===== config.mk =====
export PLATFORM = sky130hd
export DESIGN_NAME = conf_bus_sched
export DESIGN_NICKNAME = d
export VERILOG_FILES = /design/src/rtl/conf_bus_sched.sv
export SDC_FILE = /design/constraint.sdc
export NUM_CORES = 1
export LEC_CHECK = 0
export CORE_MARGIN = 1
export CORE_UTILIZATION = 35
export CTS_CLUSTER_DIAMETER = 100
export DETAILED_ROUTE_END_ITERATION = 8
export DONT_BUFFER_PORTS = 1
export PLACE_DENSITY = 0.56
export SLEW_MARGIN = 20
export SYNTH_ARGS = -nofsm -noshare
export SYNTH_HDL_FRONTEND = slang
export SYNTH_SLANG_ARGS = --single-unit

===== constraint.sdc =====
create_clock -name clk -period 2.4 [get_ports clk]
set_input_delay 0 -clock clk [delete_from_list [all_inputs] [get_ports clk]]
set_output_delay 0 -clock clk [all_outputs]
set_load 0.005 [all_outputs]

===== src/rtl/conf_bus_sched.sv =====
// conf_bus_sched - owner of the shared config bus (data/addr/en).
//
// Drives the bus read by ref_gen, pred, ocd_lvl and the interrupter. After reset
// it loads the power-on presets into addresses 0..4, then forwards UART parameter
// writes through a one-deep pending buffer. When ocd_trip rises TRIP_MAX times
// inside one WINDOW_CYC window, it latches fault and forces PW to 0.
//
// Optional feature: define CONF_SOFTSTART_EN to ramp UART PW increases by +1
// every RAMP_CYC cycles (RAMP state, busy high) instead of writing them directly.
//
// Ports:
//   clk, rst_n             clock, asynchronous active-low reset
//   uart_data/addr/rdy     UART parameter write (rdy is a 1-cycle strobe)
//   ocd_trip               OCD event level, synchronous to clk
//   fault_clr              1-cycle strobe, clears the latched fault
//   data/addr/en           config bus; en is a 1-cycle write strobe
//   busy                   high during preset load (and ramp)
//   fault                  latched OCD fault
//   ovf                    1-cycle pulse when a pending UART write is overwritten
module conf_bus_sched #(
    parameter int unsigned WINDOW_CYC = 500000,
    parameter int unsigned TRIP_MAX   = 4
`ifdef CONF_SOFTSTART_EN
    ,
    parameter int unsigned RAMP_CYC   = 50000
`endif
) (
    input  logic       clk,
    input  logic       rst_n,
    input  logic [7:0] uart_data,
    input  logic [2:0] uart_addr,
    input  logic       uart_rdy,
    input  logic       ocd_trip,
    input  logic       fault_clr,
    output logic [7:0] data,
    output logic [2:0] addr,
    output logic       en,
    output logic       busy,
    output logic       fault,
    output logic       ovf
);

    localparam logic [2:0] ADDR_MAX     = 3'd4;
    localparam logic [2:0] REF_GEN_ADDR = 3'd0;
    localparam logic [2:0] PRED_ADDR    = 3'd1;
    localparam logic [2:0] OCD_ADDR     = 3'd2;
    localparam logic [2:0] FREQ_ADDR    = 3'd3;
    localparam logic [2:0] PW_ADDR      = 3'd4;
    localparam logic [2:0] INIT_DONE    = ADDR_MAX + 3'd1;

    localparam logic [7:0] PRESET_REF   = 8'd127;
    localparam logic [7:0] PRESET_PRED  = 8'd30;
    localparam logic [7:0] PRESET_OCD   = 8'd87;
    localparam logic [7:0] PRESET_FREQ  = 8'd10;
    localparam logic [7:0] PRESET_PW    = 8'd1;

    localparam int unsigned WIN_W  = (WINDOW_CYC > 2) ? $clog2(WINDOW_CYC) : 1;
    localparam int unsigned TRIP_W = $clog2(TRIP_MAX + 1);
`ifdef CONF_SOFTSTART_EN
    localparam int unsigned RC_W   = (RAMP_CYC > 2) ? $clog2(RAMP_CYC) : 1;
`endif

    typedef enum logic [2:0] {
        S_INIT,
        S_IDLE,
        S_FWD,
        S_FLT
`ifdef CONF_SOFTSTART_EN
        ,
        S_RAMP
`endif
    } state_t;

    state_t              state_q, state_d;
    logic [7:0]          data_q, data_d;
    logic [2:0]          addr_q, addr_d;
    logic                en_q, en_d;
    logic                busy_q, busy_d;
    logic                fault_q, fault_d;
    logic                ovf_q, ovf_d;
    logic [2:0]          idx_q, idx_d;
    logic                pend_vld_q, pend_vld_d;
    logic [2:0]          pend_addr_q, pend_addr_d;
    logic [7:0]          pend_data_q, pend_data_d;
    logic                ocd_prev_q;
    logic [WIN_W-1:0]    win_q, win_d;
    logic [TRIP_W-1:0]   trip_q, trip_d;
`ifdef CONF_SOFTSTART_EN
    logic [7:0]          cur_pw_q, cur_pw_d;
    logic [7:0]          ramp_tgt_q, ramp_tgt_d;
    logic [RC_W-1:0]     ramp_cnt_q, ramp_cnt_d;
`endif

    logic trip_rise;
    logic trip_reach;
    logic win_wrap;
    logic uart_ok;
    logic pend_take;

    function automatic logic [7:0] preset(input logic [2:0] a);
        case (a)
            REF_GEN_ADDR: preset = PRESET_REF;
            PRED_ADDR:    preset = PRESET_PRED;
            OCD_ADDR:     preset = PRESET_OCD;
            FREQ_ADDR:    preset = PRESET_FREQ;
            PW_ADDR:      preset = PRESET_PW;
            default:      preset = 8'd0;
        endcase
    endfunction

    always_comb begin
        state_d     = state_q;
        data_d      = data_q;
        addr_d      = addr_q;
        en_d        = 1'b0;
        ovf_d       = 1'b0;
        fault_d     = fault_q;
        idx_d       = idx_q;
        pend_vld_d  = pend_vld_q;
        pend_addr_d = pend_addr_q;
        pend_data_d = pend_data_q;
        win_d       = win_q;
        trip_d      = trip_q;
        trip_reach  = 1'b0;
        pend_take   = 1'b0;
`ifdef CONF_SOFTSTART_EN
        cur_pw_d    = cur_pw_q;
        ramp_tgt_d  = ramp_tgt_q;
        ramp_cnt_d  = ramp_cnt_q;
`endif

        // Trip window: an edge seen in the wrap cycle starts the new window's count.
        // The count saturates so a fault is only raised on the edge that reaches TRIP_MAX.
        trip_rise = ocd_trip & ~ocd_prev_q;
        win_wrap  = (win_q == WIN_W'(WINDOW_CYC - 1));
        if (win_wrap) begin
            win_d      = '0;
            trip_d     = TRIP_W'(trip_rise);
            trip_reach = trip_rise && (TRIP_MAX == 1);
        end else begin
            win_d = win_q + WIN_W'(1);
            if (trip_rise && (trip_q != TRIP_W'(TRIP_MAX))) begin
                trip_d     = trip_q + TRIP_W'(1);
                trip_reach = (trip_q == TRIP_W'(TRIP_MAX - 1));
            end
        end

        if (fault_clr) begin
            fault_d = 1'b0;
            trip_d  = '0;
        end
        // A trip reaching the limit outranks a simultaneous clear.
        if (trip_reach) begin
            fault_d = 1'b1;
            trip_d  = TRIP_W'(TRIP_MAX);
        end

        uart_ok = uart_rdy && (uart_addr <= ADDR_MAX) &&
                  !(fault_q && (uart_addr == PW_ADDR));

        // Entering FLT always leaves en low, so the override write is never back-to-back.
        if (trip_reach && (state_q != S_INIT)) begin
            state_d = S_FLT;
        end else begin
            case (state_q)
                S_INIT: begin
                    if (en_q) begin
                        if (idx_q == INIT_DONE) begin
                            state_d = fault_d ? S_FLT : S_IDLE;
                        end
                    end else begin
                        en_d   = 1'b1;
                        addr_d = idx_q;
                        data_d = preset(idx_q);
                        idx_d  = idx_q + 3'd1;
                    end
                end
                S_IDLE: begin
                    if (pend_vld_q && !en_q) begin
                        pend_take = 1'b1;
                        // A PW write queued before the fault latched is discarded too.
                        if (!(fault_q && (pend_addr_q == PW_ADDR))) begin
                            en_d    = 1'b1;
                            addr_d  = pend_addr_q;
                            data_d  = pend_data_q;
                            state_d = S_FWD;
`ifdef CONF_SOFTSTART_EN
                            if ((pend_addr_q == PW_ADDR) && (pend_data_q > cur_pw_q)) begin
                                data_d     = cur_pw_q + 8'd1;
                                ramp_tgt_d = pend_data_q;
                                ramp_cnt_d = '0;
                                if (cur_pw_q + 8'd1 != pend_data_q) begin
                                    state_d = S_RAMP;
                                end
                            end
`endif
                        end
                    end
                end
                S_FWD: begin
                    state_d = S_IDLE;
                end
                S_FLT: begin
                    en_d    = 1'b1;
                    addr_d  = PW_ADDR;
                    data_d  = 8'd0;
                    state_d = S_IDLE;
                end
`ifdef CONF_SOFTSTART_EN
                S_RAMP: begin
                    // Ramp steps take priority; other pending writes fill the gaps.
                    if (ramp_cnt_q == RC_W'(RAMP_CYC - 1)) begin
                        if (!en_q) begin
                            en_d       = 1'b1;
                            addr_d     = PW_ADDR;
                            data_d     = cur_pw_q + 8'd1;
                            ramp_cnt_d = '0;
                            if (cur_pw_q + 8'd1 == ramp_tgt_q) begin
                                state_d = S_IDLE;
                            end
                        end
                    end else begin
                        ramp_cnt_d = ramp_cnt_q + RC_W'(1);
                        if (pend_vld_q && !en_q) begin
                            pend_take = 1'b1;
                            if (pend_addr_q != PW_ADDR) begin
                                en_d   = 1'b1;
                                addr_d = pend_addr_q;
                                data_d = pend_data_q;
                            end else if (pend_data_q > cur_pw_q) begin
                                ramp_tgt_d = pend_data_q;
                            end else begin
                                en_d    = 1'b1;
                                addr_d  = PW_ADDR;
                                data_d  = pend_data_q;
                                state_d = S_FWD;
                            end
                        end
                    end
                end
`endif
                default: begin
                    state_d = S_IDLE;
                end
            endcase
        end

        if (pend_take) begin
            pend_vld_d = 1'b0;
        end
        if (uart_ok) begin
            pend_vld_d  = 1'b1;
            pend_addr_d = uart_addr;
            pend_data_d = uart_data;
            ovf_d       = pend_vld_q && !pend_take;
        end

`ifdef CONF_SOFTSTART_EN
        if (en_d && (addr_d == PW_ADDR)) begin
            cur_pw_d = data_d;
        end
        busy_d = (state_d == S_INIT) || (state_d == S_RAMP);
`else
        busy_d = (state_d == S_INIT);
`endif
    end

    always_ff @(posedge clk or negedge rst_n) begin
        if (!rst_n) begin
            state_q     <= S_INIT;
            data_q      <= '0;
            addr_q      <= '0;
            en_q        <= 1'b0;
            busy_q      <= 1'b1;
            fault_q     <= 1'b0;
            ovf_q       <= 1'b0;
            idx_q       <= '0;
            pend_vld_q  <= 1'b0;
            pend_addr_q <= '0;
            pend_data_q <= '0;
            ocd_prev_q  <= 1'b0;
            win_q       <= '0;
            trip_q      <= '0;
`ifdef CONF_SOFTSTART_EN
            cur_pw_q    <= '0;
            ramp_tgt_q  <= '0;
            ramp_cnt_q  <= '0;
`endif
        end else begin
            state_q     <= state_d;
            data_q      <= data_d;
            addr_q      <= addr_d;
            en_q        <= en_d;
            busy_q      <= busy_d;
            fault_q     <= fault_d;
            ovf_q       <= ovf_d;
            idx_q       <= idx_d;
            pend_vld_q  <= pend_vld_d;
            pend_addr_q <= pend_addr_d;
            pend_data_q <= pend_data_d;
            ocd_prev_q  <= ocd_trip;
            win_q       <= win_d;
            trip_q      <= trip_d;
`ifdef CONF_SOFTSTART_EN
            cur_pw_q    <= cur_pw_d;
            ramp_tgt_q  <= ramp_tgt_d;
            ramp_cnt_q  <= ramp_cnt_d;
`endif
        end
    end

    assign data  = data_q;
    assign addr  = addr_q;
    assign en    = en_q;
    assign busy  = busy_q;
    assign fault = fault_q;
    assign ovf   = ovf_q;

endmodule


* Word-level counts from Yosys, hierarchy flattened
Index checks and enable logic that the tools add are counted.
Cells by class: multiplexer cells 36, equal/unequal tests 15, magnitude comparators 1, reduce and logical (&&, ||, !) cells 20, add/sub/neg operators 3, bitwise operators 4
Operator list (count):
- $mux W3 | 12
- $pmux W7 S5 | 1
- $mux W8 | 3
- $pmux W8 S3 | 1
- $add A19 B1 Y19 const B | 1
- $eq A19 B19 Y1 const B | 1
- $mux W19 | 1
- $mux W1 | 14
- $eq A3 B2 Y1 const B | 4
- $eq A3 B3 Y1 const B | 4
- $logic_not A3 Y1 | 3
- $pmux W3 S3 | 1
- $logic_and A1 B1 Y1 | 8
- $add A3 B1 Y3 const B | 2
- $eq A3 B1 Y1 const B | 2
- $ne A2 B2 Y1 const B | 3
- $pmux W3 S2 | 1
- $reduce_bool A3 Y1 | 2
- $reduce_and A5 Y1 | 1
- $reduce_bool A4 Y1 | 1
- $le A3 B3 Y1 const B | 1
- $logic_not A1 Y1 | 3
- $ne A3 B3 Y1 const B | 1
- $not A1 Y1 | 3
- 5 further kinds | 5
Word-level totals: register bits 56, output and inout bits 15

* Depth between registers and ports, before layout
Gate-level depths: netlist of run 1.
word-level depth 12, mapped depth 8, depth with buffers taken out 7

* Least setup slack after synthesis of run 1
No wires, ideal clock.
path type reg2reg, start register win_q[0], end register addr_q[1] (netlist: addr[1]), required time 2.275 ns, cell stages (with the launch flop) 8, buffers on the path 1, data arrival time 1.711 ns, setup slack 0.564 ns, cell sequence dfrtp_1 -> ha_1 -> nand3_2 -> nor3_2 -> a31oi_2 -> a21oi_2 -> buf_6 -> mux2_4
On the way: word-level cells in the longest chain between the ends 5
Ends and longest elaborated chain:
- start: declaration | RTL line 86 | logic [WIN_W-1:0] win_q, win_d;
- start signal: assignment | RTL line 302 | win_q <= win_d;
- $eq A19 B19 Y1 | RTL line 135 | win_wrap = (win_q == WIN_W'(WINDOW_CYC - 1));
- $mux W1 | RTL line 136 | if (win_wrap) begin
- $logic_and A1 B1 Y1 | RTL line 162 | if (trip_reach && (state_q != S_INIT)) begin
- $not A1 Y1 (no source line)
- $reduce_and A5 Y1 (no source line)
- end signal: assignment | RTL line 292 | addr_q <= addr_d;
- end: declaration | RTL line 76 | logic [2:0] addr_q, addr_d;
No other way between the ends. A chain may end at the register's enable or synchronous reset.

* Worst setup path in the final report of run 1
start register win_q[0], end register addr_q[2] (netlist: addr[2])
Same word-level chain as after synthesis.

==> results of run 1 <==
==> per-layer routing <==
metal | part of all wire | vias to the layer above | routed length (µm)
li1 | - | 879 | -
met1 | 0.49 | 855 | 2530
met2 | 0.46 | 27 | 2360
met3 | 0.038 | 6 | 196
met4 | 0.014 | 0 | 71
met5 | 0 | - | 0
==> kinds of logic (layout without fill, tap and decap cells) <==
kind of cell    after synthesis  after routing
compound gates               35             35
xor+xnor                     16             16
fa+ha+maj                     9              9
buf+inv                      21             39
flops                        56             56
mux                          21             21
other cells                   1              1
simple gates                 83             83
==> worst max path at each step <==
stage                        start      end  slack, ns
final                     win_q[0]  addr[2]       0.35
after global placement    win_q[0]  addr[2]       0.42
after floorplan           win_q[0]  addr[1]       0.56
after global routing      win_q[0]  addr[0]       0.23
after CTS                 win_q[0]  addr[2]       0.35
after detailed placement  win_q[0]  addr[2]       0.36
==> layout make-up <==
| cell class | count | area, µm² | share of cell area |
|---|---|---|---|
| flip-flops and latches | 56 | 1400 | 0.461 |
| clock buffers | 5 | 68.8 | 0.0226 |
| inverters | 15 | 56.3 | 0.0185 |
| multi-input cells | 165 | 1190 | 0.393 |
| well taps | 99 | 124 | 0.0407 |
| clock inverters | 2 | 12.5 | 0.00411 |
| repair buffers | 17 | 183 | 0.0601 |
==> worst register-to-register path, stage by stage (launching register included) <==
cell     delay (ns)
dfrtp_1        0.40
ha_1           0.21
nand3_2        0.15
nor3_2         0.25
a31oi_2        0.19
a21oi_2        0.16
buf_4          0.24
mux2_2         0.35
==> synthesized netlist by cell type (2+ instances only) <==
cell        n
and3_2      2
inv_1      15
mux2_2     13
nor4_1      3
ha_1        9
nand2_1    12
nor3_1      5
nand3_1    11
mux2i_1     4
dfrtp_1    55
nand3b_1    5
and2_1      2
xnor2_1     8
nor2_1     25
nand4bb_1   2
o31ai_1     2
xor2_1      8
a31oi_1     4
o21ai_0    11
nand2b_1    2
a21oi_1     7
nand4_1     5
mux2_4      4
==> report_power, final <==
part / leakage (nW) / total, W / switching, W / internal [W]
Sequential: 0.701 / 0.00129 / 0.000165 / 0.00112
Combinational: 0.578 / 0.000703 / 0.000346 / 0.000357
Clock: 0.0400 / 0.000493 / 0.000295 / 0.000198
Total: 1.32 / 0.00248 / 0.000806 / 0.00168
==> state kept, by name (all words and copies together) (netlist names) <==
| signal | flops |
|---|---|
| data | 8 |
| fault | 1 |
| en | 1 |
| addr | 3 |
| win_q | 19 |
| busy | 1 |
| pend_data_q | 8 |
| trip_q | 3 |
| idx_q | 3 |
| pend_vld_q | 1 |
| pend_addr_q | 3 |
| ovf | 1 |
| ocd_prev_q | 1 |
| state_q | 3 |
==> through the flow <==
stage          worst slack (ns)   util  cell area, µm²  std cells
2_1_floorplan             0.564      -            2700        242
3_3_place_gp              0.423  0.379            2790        337
3_5_place_dp              0.360  0.379            2790        337
4_1_cts                   0.348  0.413            3040        359
5_1_grt                   0.232  0.413            3040        359
6_report                  0.347  0.413            3040        359
==> what timing repair did <==
action,4_1_cts,5_1_grt
hold endpoints to repair,72,0
hold buffers,15,0
gates resized for setup,0,0
==> summary.md, run 1 <==
| Metric | Value |
|---|---|
| Run status | completed |
| Slew Limit Fails | 0 |
| GR met3 Demand/Resource | 0.0364 |
| Post-CTS Setup Bufs | 0 |
| Slew Limit Headroom | 0.604 |
| Count of input and output buffers | 0 |
| Distinct cells, synth | slightly above 50 |
| Share of the synthesized area in the top cell type | 0.510 |
| Largest net degree at the start of global routing | 57 |
| Async S/R FF share, synth | 1.00 |
| Num Clock Sinks | 56 |
| Slew @ Worst Pin | between 0.5 and 0.6 ns |
| Worst Path Required | 2.61 ns |
| Crit-path cells | ha_1 -> nand3_2 -> nor3_2 -> a31oi_2 -> a21oi_2 -> buf_4 -> mux2_2 |
| Clock latency on the worst-skew pair | 0.31 ns |
| Largest family of logic cells by synthesized area | simple AND/OR/NAND/NOR gates |
| Worst vdd ir | 0.254 mV |
| Starting DRT DRC Count | 60 |
| Max cap viols | 0 |
| Share of cells above drive strength 1 | 0.142 |
| Post-Synthesis Net Count | 267 |
| Post-Synth Adder-Cell Area | 0.0417 |
| Critical-path maximum fanout | 12 |
| Root buf cell | clkbuf_8 |
| P_leak | 1.32 nW |
| Final Power | 0.00248 W |
| Residual DRC | 0 |
| Global routing usage on met1 | 0.192 |
| Crit start category | flip-flop |
| Complex-gate fraction of the synthesized area | 0.0839 |
| TritonCTS clock tree | done |
| Worst hold slack | 0.196 ns |
| Commonest non-fill, non-tap cell in the layout | dfrtp_1 |
| Reg-to-Reg Start | win_q[0] |
| Syn Area/Cell | 11.2 µm² |
| Busiest layer in global routing | met2 |
| Initial antenna violation count | 0 |
| Cell depth of the worst setup path | 7 |
| XOR/XNOR share of the synthesized area | 0.0519 |
| Clock Skew | 0.0106 ns |
| Worst path max stage delay | 0.40 ns |
| Reg-to-Reg End | addr[2] |
| Leading area contributor after synthesis | dfrtp_1 |
| CTS Buf Count | 5 |
| Internal reg-to-reg setup slack | approximately 0.35 ns |
| Die ar. | 8070 µm² |
| Fin crit share | 0.855 |
| Synth Instances | ~240 |
| Kind of end point of the critical path | flip-flop |
| Cell Pwr Density | 817 nW/µm² |
| Sum Neg Setup Slack | 0 ns |
| Top cells by area, synth | dfrtp_1 (51%), mux2_2 (5.4%), ha_1 (4.2%) |
| Post-synthesis simple-gate area fraction | 0.172 |
| Initial core utilization | 0.366 |
| Hold/Removal Path Class | in -> async |
| Yosys reg bits | 56 |
| Tmin final | 2.05 ns |
| WP data arrival | 2.26 ns |
| Post-synth top flop | dfrtp_1 |
| Detail Route Antenna Nets | 0 |
| Yosys warns | 0 |
| Final GP Congestion | 0.756 |
| Fmax | 0.487 GHz |
| H-tree level count | 2 |
| Mapped Area | roughly 2700 µm² |
| Row Count | 31 |
| # nets final | between 200 and 300 |
| Total Routing Usage GR | 0.144 |
| Number of synthesized flops with an enable pin | 0 |
| First-pass GRT wire length | 9300 µm |
| Detail Placement HPWL | 3650 µm |
| First-pass DRT Iterations | 4 |
| N_diodes | 0 |
| Global route total overflow | 0 |
| Core area | 7370 µm² |
| Fill count | 711 |
| Reg clk slew, reported paths | approximately 0.1 ns |
| Fin. Hold Viols | 0 |
| Worst path slowest cell | dfrtp_1 |
| Clock buffer depth | 2 |
| RSZ-0062 raised after global routing | no |
| Area grow syn2layout | 12.7% |
| Seq/Total Area, Yosys | 0.520 |
| R2R depth | 7 |
| Wire per inst | 14.4 µm |
| Ports | 31 |
| DR vias | approximately 1.8k |
| Die H | around 90 µm |
| Global Route met2 Usage | 0.230 |
| Die X | 89.8 µm |
| Post-Route WL | 5160 µm |
| Multiplexer share of the synthesized area | 0.0913 |
| Final setup viols | 0 |
| CP top delay family | flip-flops |
| Vias in the first global route | around 1.9k |
| Drt via density | 4.92 |
| Worst setup path class | reg -> reg |
| Buffer and inverter count on the worst path | 1 |
| Most frequent cells in the layout | dfrtp_1 (55), nor2_1 (25), inv_1 (15) |
No activity file was read; power rests on OpenSTA's default activity.
==> inputs of run 2 (changes only) <==
--- a/config.mk
+++ b/config.mk
@@ -5,6 +5,7 @@
 export SDC_FILE = /design/constraint.sdc
 export NUM_CORES = 1
 export LEC_CHECK = 0
+export ABC_AREA = 1
 export CORE_MARGIN = 1
 export CORE_UTILIZATION = 35
 export CTS_CLUSTER_DIAMETER = 100
==> summary.md, run 2 <==
| Metric | Value |
|---|---|
| Yosys reg bits | 56 (unchanged) |
| WP data arrival | 2.07 ns (was 2.26 ns) |
| Post-synth top flop | dfrtp_1 (unchanged) |
| Share of the synthesized area in the top cell type | 0.461 (was 0.510) |
| CP top delay family | buffers and inverters (was flip-flops) |
| H-tree level count | 2 (unchanged) |
| Reg-to-Reg Start | fault (was win_q[0]) |
| Most frequent cell after synthesis | nand2_1 (was dfrtp_1) |
| Worst Path Required | 2.65 ns (was 2.61 ns) |
| Wire per inst | 12.5 µm (was 14.4 µm) |
| Seq/Total Area, Yosys | 0.469 (was 0.520) |
| Total Routing Usage GR | 0.155 (was 0.144) |
| Share of cells above drive strength 1 | 0.0987 (was 0.142) |
| Yosys warns | 0 (unchanged) |
| Leading area contributor after synthesis | dfrtp_1 (unchanged) |
| Sum Neg Setup Slack | 0 ns (unchanged) |
| Worst Hold Launch | uart_addr[1] |
| Die H | 94.4 µm (was 89.8 µm) |
| Row Count | 33 (was 31) |
| Starting DRT DRC Count | 102 (was 60) |
| Synth Instances | 368 (was 242) |
| Tmin final | 1.82 ns (was 2.05 ns) |
| Core area | 8260 µm² (was 7370 µm²) |
| First-pass GRT wire length | 10,600 µm (was 9300 µm) |
| Biggest register | win_q (unchanged) |
| Final setup viols | 0 (unchanged) |
| Worst setup path class | reg -> reg (unchanged) |
| Die X | 94.4 µm (was 89.8 µm) |
| Detail Placement HPWL | 4510 µm (was 3650 µm) |
| Max FFs per register | 19 (unchanged) |
| Commonest cells post-synth | nand2_1 (103), dfrtp_1 (55), inv_1 (42), nand3_1 (37), nor2_1 (31) (was dfrtp_1 (55), nor2_1 (25), inv_1 (15), mux2_2 (13), nand2_1 (12)) |
| Final GP Congestion | 0.878 (was 0.756) |
| Async S/R FF share, synth | 1.00 (unchanged) |
| Final Power | 0.00264 W (was 0.00248 W) |
| Fin crit share | 0.757 (was 0.855) |
| CP Launch Point | fault (was win_q[0]) |
| Clock Skew | 0.00925 ns (was 0.0106 ns) |
| Slew Limit Fails | 0 (unchanged) |
| Most frequent cells in the layout | nand2_1 (103), dfrtp_1 (55), inv_1 (42) (was dfrtp_1 (55), nor2_1 (25), inv_1 (15)) |
| Distinct cells, synth | 32 (was 51) |
| Initial core utilization | 0.362 (was 0.366) |
| Commonest non-fill, non-tap cell in the layout | nand2_1 (was dfrtp_1) |
| Area grow syn2layout | 16.1% (was 12.7%) |
| TritonCTS clock tree | done (unchanged) |
| Syn Area/Cell | 8.12 µm² (was 11.2 µm²) |
| Die ar. | 8910 µm² (was 8070 µm²) |
| Largest net degree at the start of global routing | 57 (unchanged) |
| Post-Route WL | 6260 µm (was 5160 µm) |
| N_diodes | 0 (unchanged) |
| Hold/Removal Path Class | in -> reg (was in -> async) |
| Number of synthesized flops with an enable pin | 0 (unchanged) |
| Ports | 31 (unchanged) |
| P_leak | 1.67 nW (was 1.32 nW) |
| Worst hold slack | 0.117 ns (was 0.196 ns) |
| Mapped Area | 2990 µm² (was 2700 µm²) |
| First-pass DRT Iterations | 4 (unchanged) |
| DR vias | 2,366 (was 1,767) |
| Global route total overflow | 0 (unchanged) |
| Cell Pwr Density | 761 nW/µm² (was 817 nW/µm²) |
| Kind of end point of the critical path | flip-flop (unchanged) |
| Residual DRC | 0 (unchanged) |
| Fmax | 0.550 GHz (was 0.487 GHz) |
| Post-Synthesis Net Count | 393 (was 267) |
| Count of input and output buffers | 0 (unchanged) |
| Detail Route Antenna Nets | 0 (unchanged) |
| Clock latency on the worst-skew pair | 0.31 ns (about the same) |
| Post-CTS Setup Bufs | 0 (unchanged) |
| Worst path slowest cell | dlygate4sd3_1 (was dfrtp_1) |
| Top cells by area, synth | dfrtp_1 (46%), nand2_1 (13%), nand3_1 (6.2%) (was dfrtp_1 (51%), mux2_2 (5.4%), ha_1 (4.2%)) |
| Crit start category | flip-flop (unchanged) |
| CTS Buf Count | 5 (unchanged) |
| RSZ-0062 raised after global routing | no (unchanged) |
| # nets final | 419 (was 285) |
| Max cap viols | 0 (unchanged) |
| Worst vdd ir | 0.285 mV (was 0.254 mV) |
| Fin. Hold Viols | 0 (unchanged) |
| Buffer and inverter count on the worst path | 1 (unchanged) |
| Non-filler cells, final | 500 (was 359) |
| Drt via density | 4.73 (was 4.92) |
| Num Clock Sinks | 56 (unchanged) |
| Reg clk slew, reported paths | 0.10 ns (about the same) |
| Initial antenna violation count | 0 (unchanged) |
| Crit-path cells | o31ai_4 -> nand3_1 -> dlygate4sd3_1 -> nand2_1 (was ha_1 -> nand3_2 -> nor3_2 -> a31oi_2 -> a21oi_2 -> buf_4 -> mux2_2) |
| Placed insts | 467 (was 337) |
| Root buf cell | clkbuf_8 (unchanged) |
| Vias in the first global route | 2,329 (was 1,852) |
| Critical-path maximum fanout | 10 (was 12) |
| Run status | completed (unchanged) |
| Util after Layout | 0.420 (was 0.413) |
| Worst path max stage delay | 0.59 ns (was 0.40 ns) |
| Clock buffer depth | 2 (unchanged) |
## run 2: changes by cell type in the layout (fill, tap and decap cells not counted), sizes merged, moves of 10 or more
cell | before | now
mux2 | 17 | 0
nand3 | 12 | 40
nand2 | 12 | 106
dlygate4sd3 | 14 | 24
inv | 15 | 48
nor2 | 25 | 43
## run 2: final timing paths
check	end	slack [ns]	depth (start not counted)
min	pend_vld_q	0.12	3
min in group asynchronous	win_q[11]	0.21	2
min reg2reg	win_q[0]	0.46	1
max reg2reg	pend_data_q[6]	0.58	4
max	pend_data_q[6]	0.58	4
max in group asynchronous	busy	1.91	2
## run 2: power by group
part / total (W) / internal, W / leakage [nW] / switching, W
registers: 0.00126 / 0.00112 / 0.708 / 0.000140
logic: 0.000727 / 0.000266 / 0.898 / 0.000462
clock network: 0.000652 / 0.000342 / 0.0614 / 0.000310
## run 2: what timing repair did
action                    CTS  global route
hold buffers               25             0
resized for setup           0             0
hold endpoints to repair   73             0
## run 2: cell families (layout without fill, tap and decap cells)
kind of cell	count (synthesis)	after routing	synth area share
adder cells (fa/ha/maj)	9	9	0.0377
other	1	1	0.00126
AND/OR/NAND/NOR	208	208	0.329
XOR/XNOR	12	12	0.0352
AO/OA/AOI/OAI	28	28	0.0536
buffers and inverters	54	81	0.0737
flip-flops	56	56	0.469
## run 2: layout make-up
class / count / area (µm²)
well taps: 105 / 131
clock inverters: 2 / 38.8
repair buffers: 25 / 268
clock buffers: 6 / 82.6
fillers: 864 / 4790
multi-input cells: 258 / 1370
inverters: 48 / 180
flip-flops and latches: 56 / 1400
## run 2: worst register-to-register path: cells and delay by family, from the launching register on
kind	cells	cell delay (ns)
AND/OR/NAND/NOR	2	0.19
buffers and inverters	1	0.59
flip-flops	1	0.48
AO/OA/AOI/OAI	1	0.50
## run 2: metrics by stage
stage	worst slack (ns)	cell area, µm²
after floorplan	0.935	2990
after global placement	0.674	3080
after detailed placement	0.669	3080
after CTS	0.597	3470
after global routing	0.441	3470
final	0.583	3470
## run 2: metal layers
metal | vias up | track usage | wire length, µm
met3 | 4 | 0.0354 | 253
met5 | - | 0 | 0
met1 | 1100 | 0.205 | 3020
met2 | 47 | 0.251 | 2930
li1 | 1215 | - | -
met4 | 0 | 0.0449 | 61
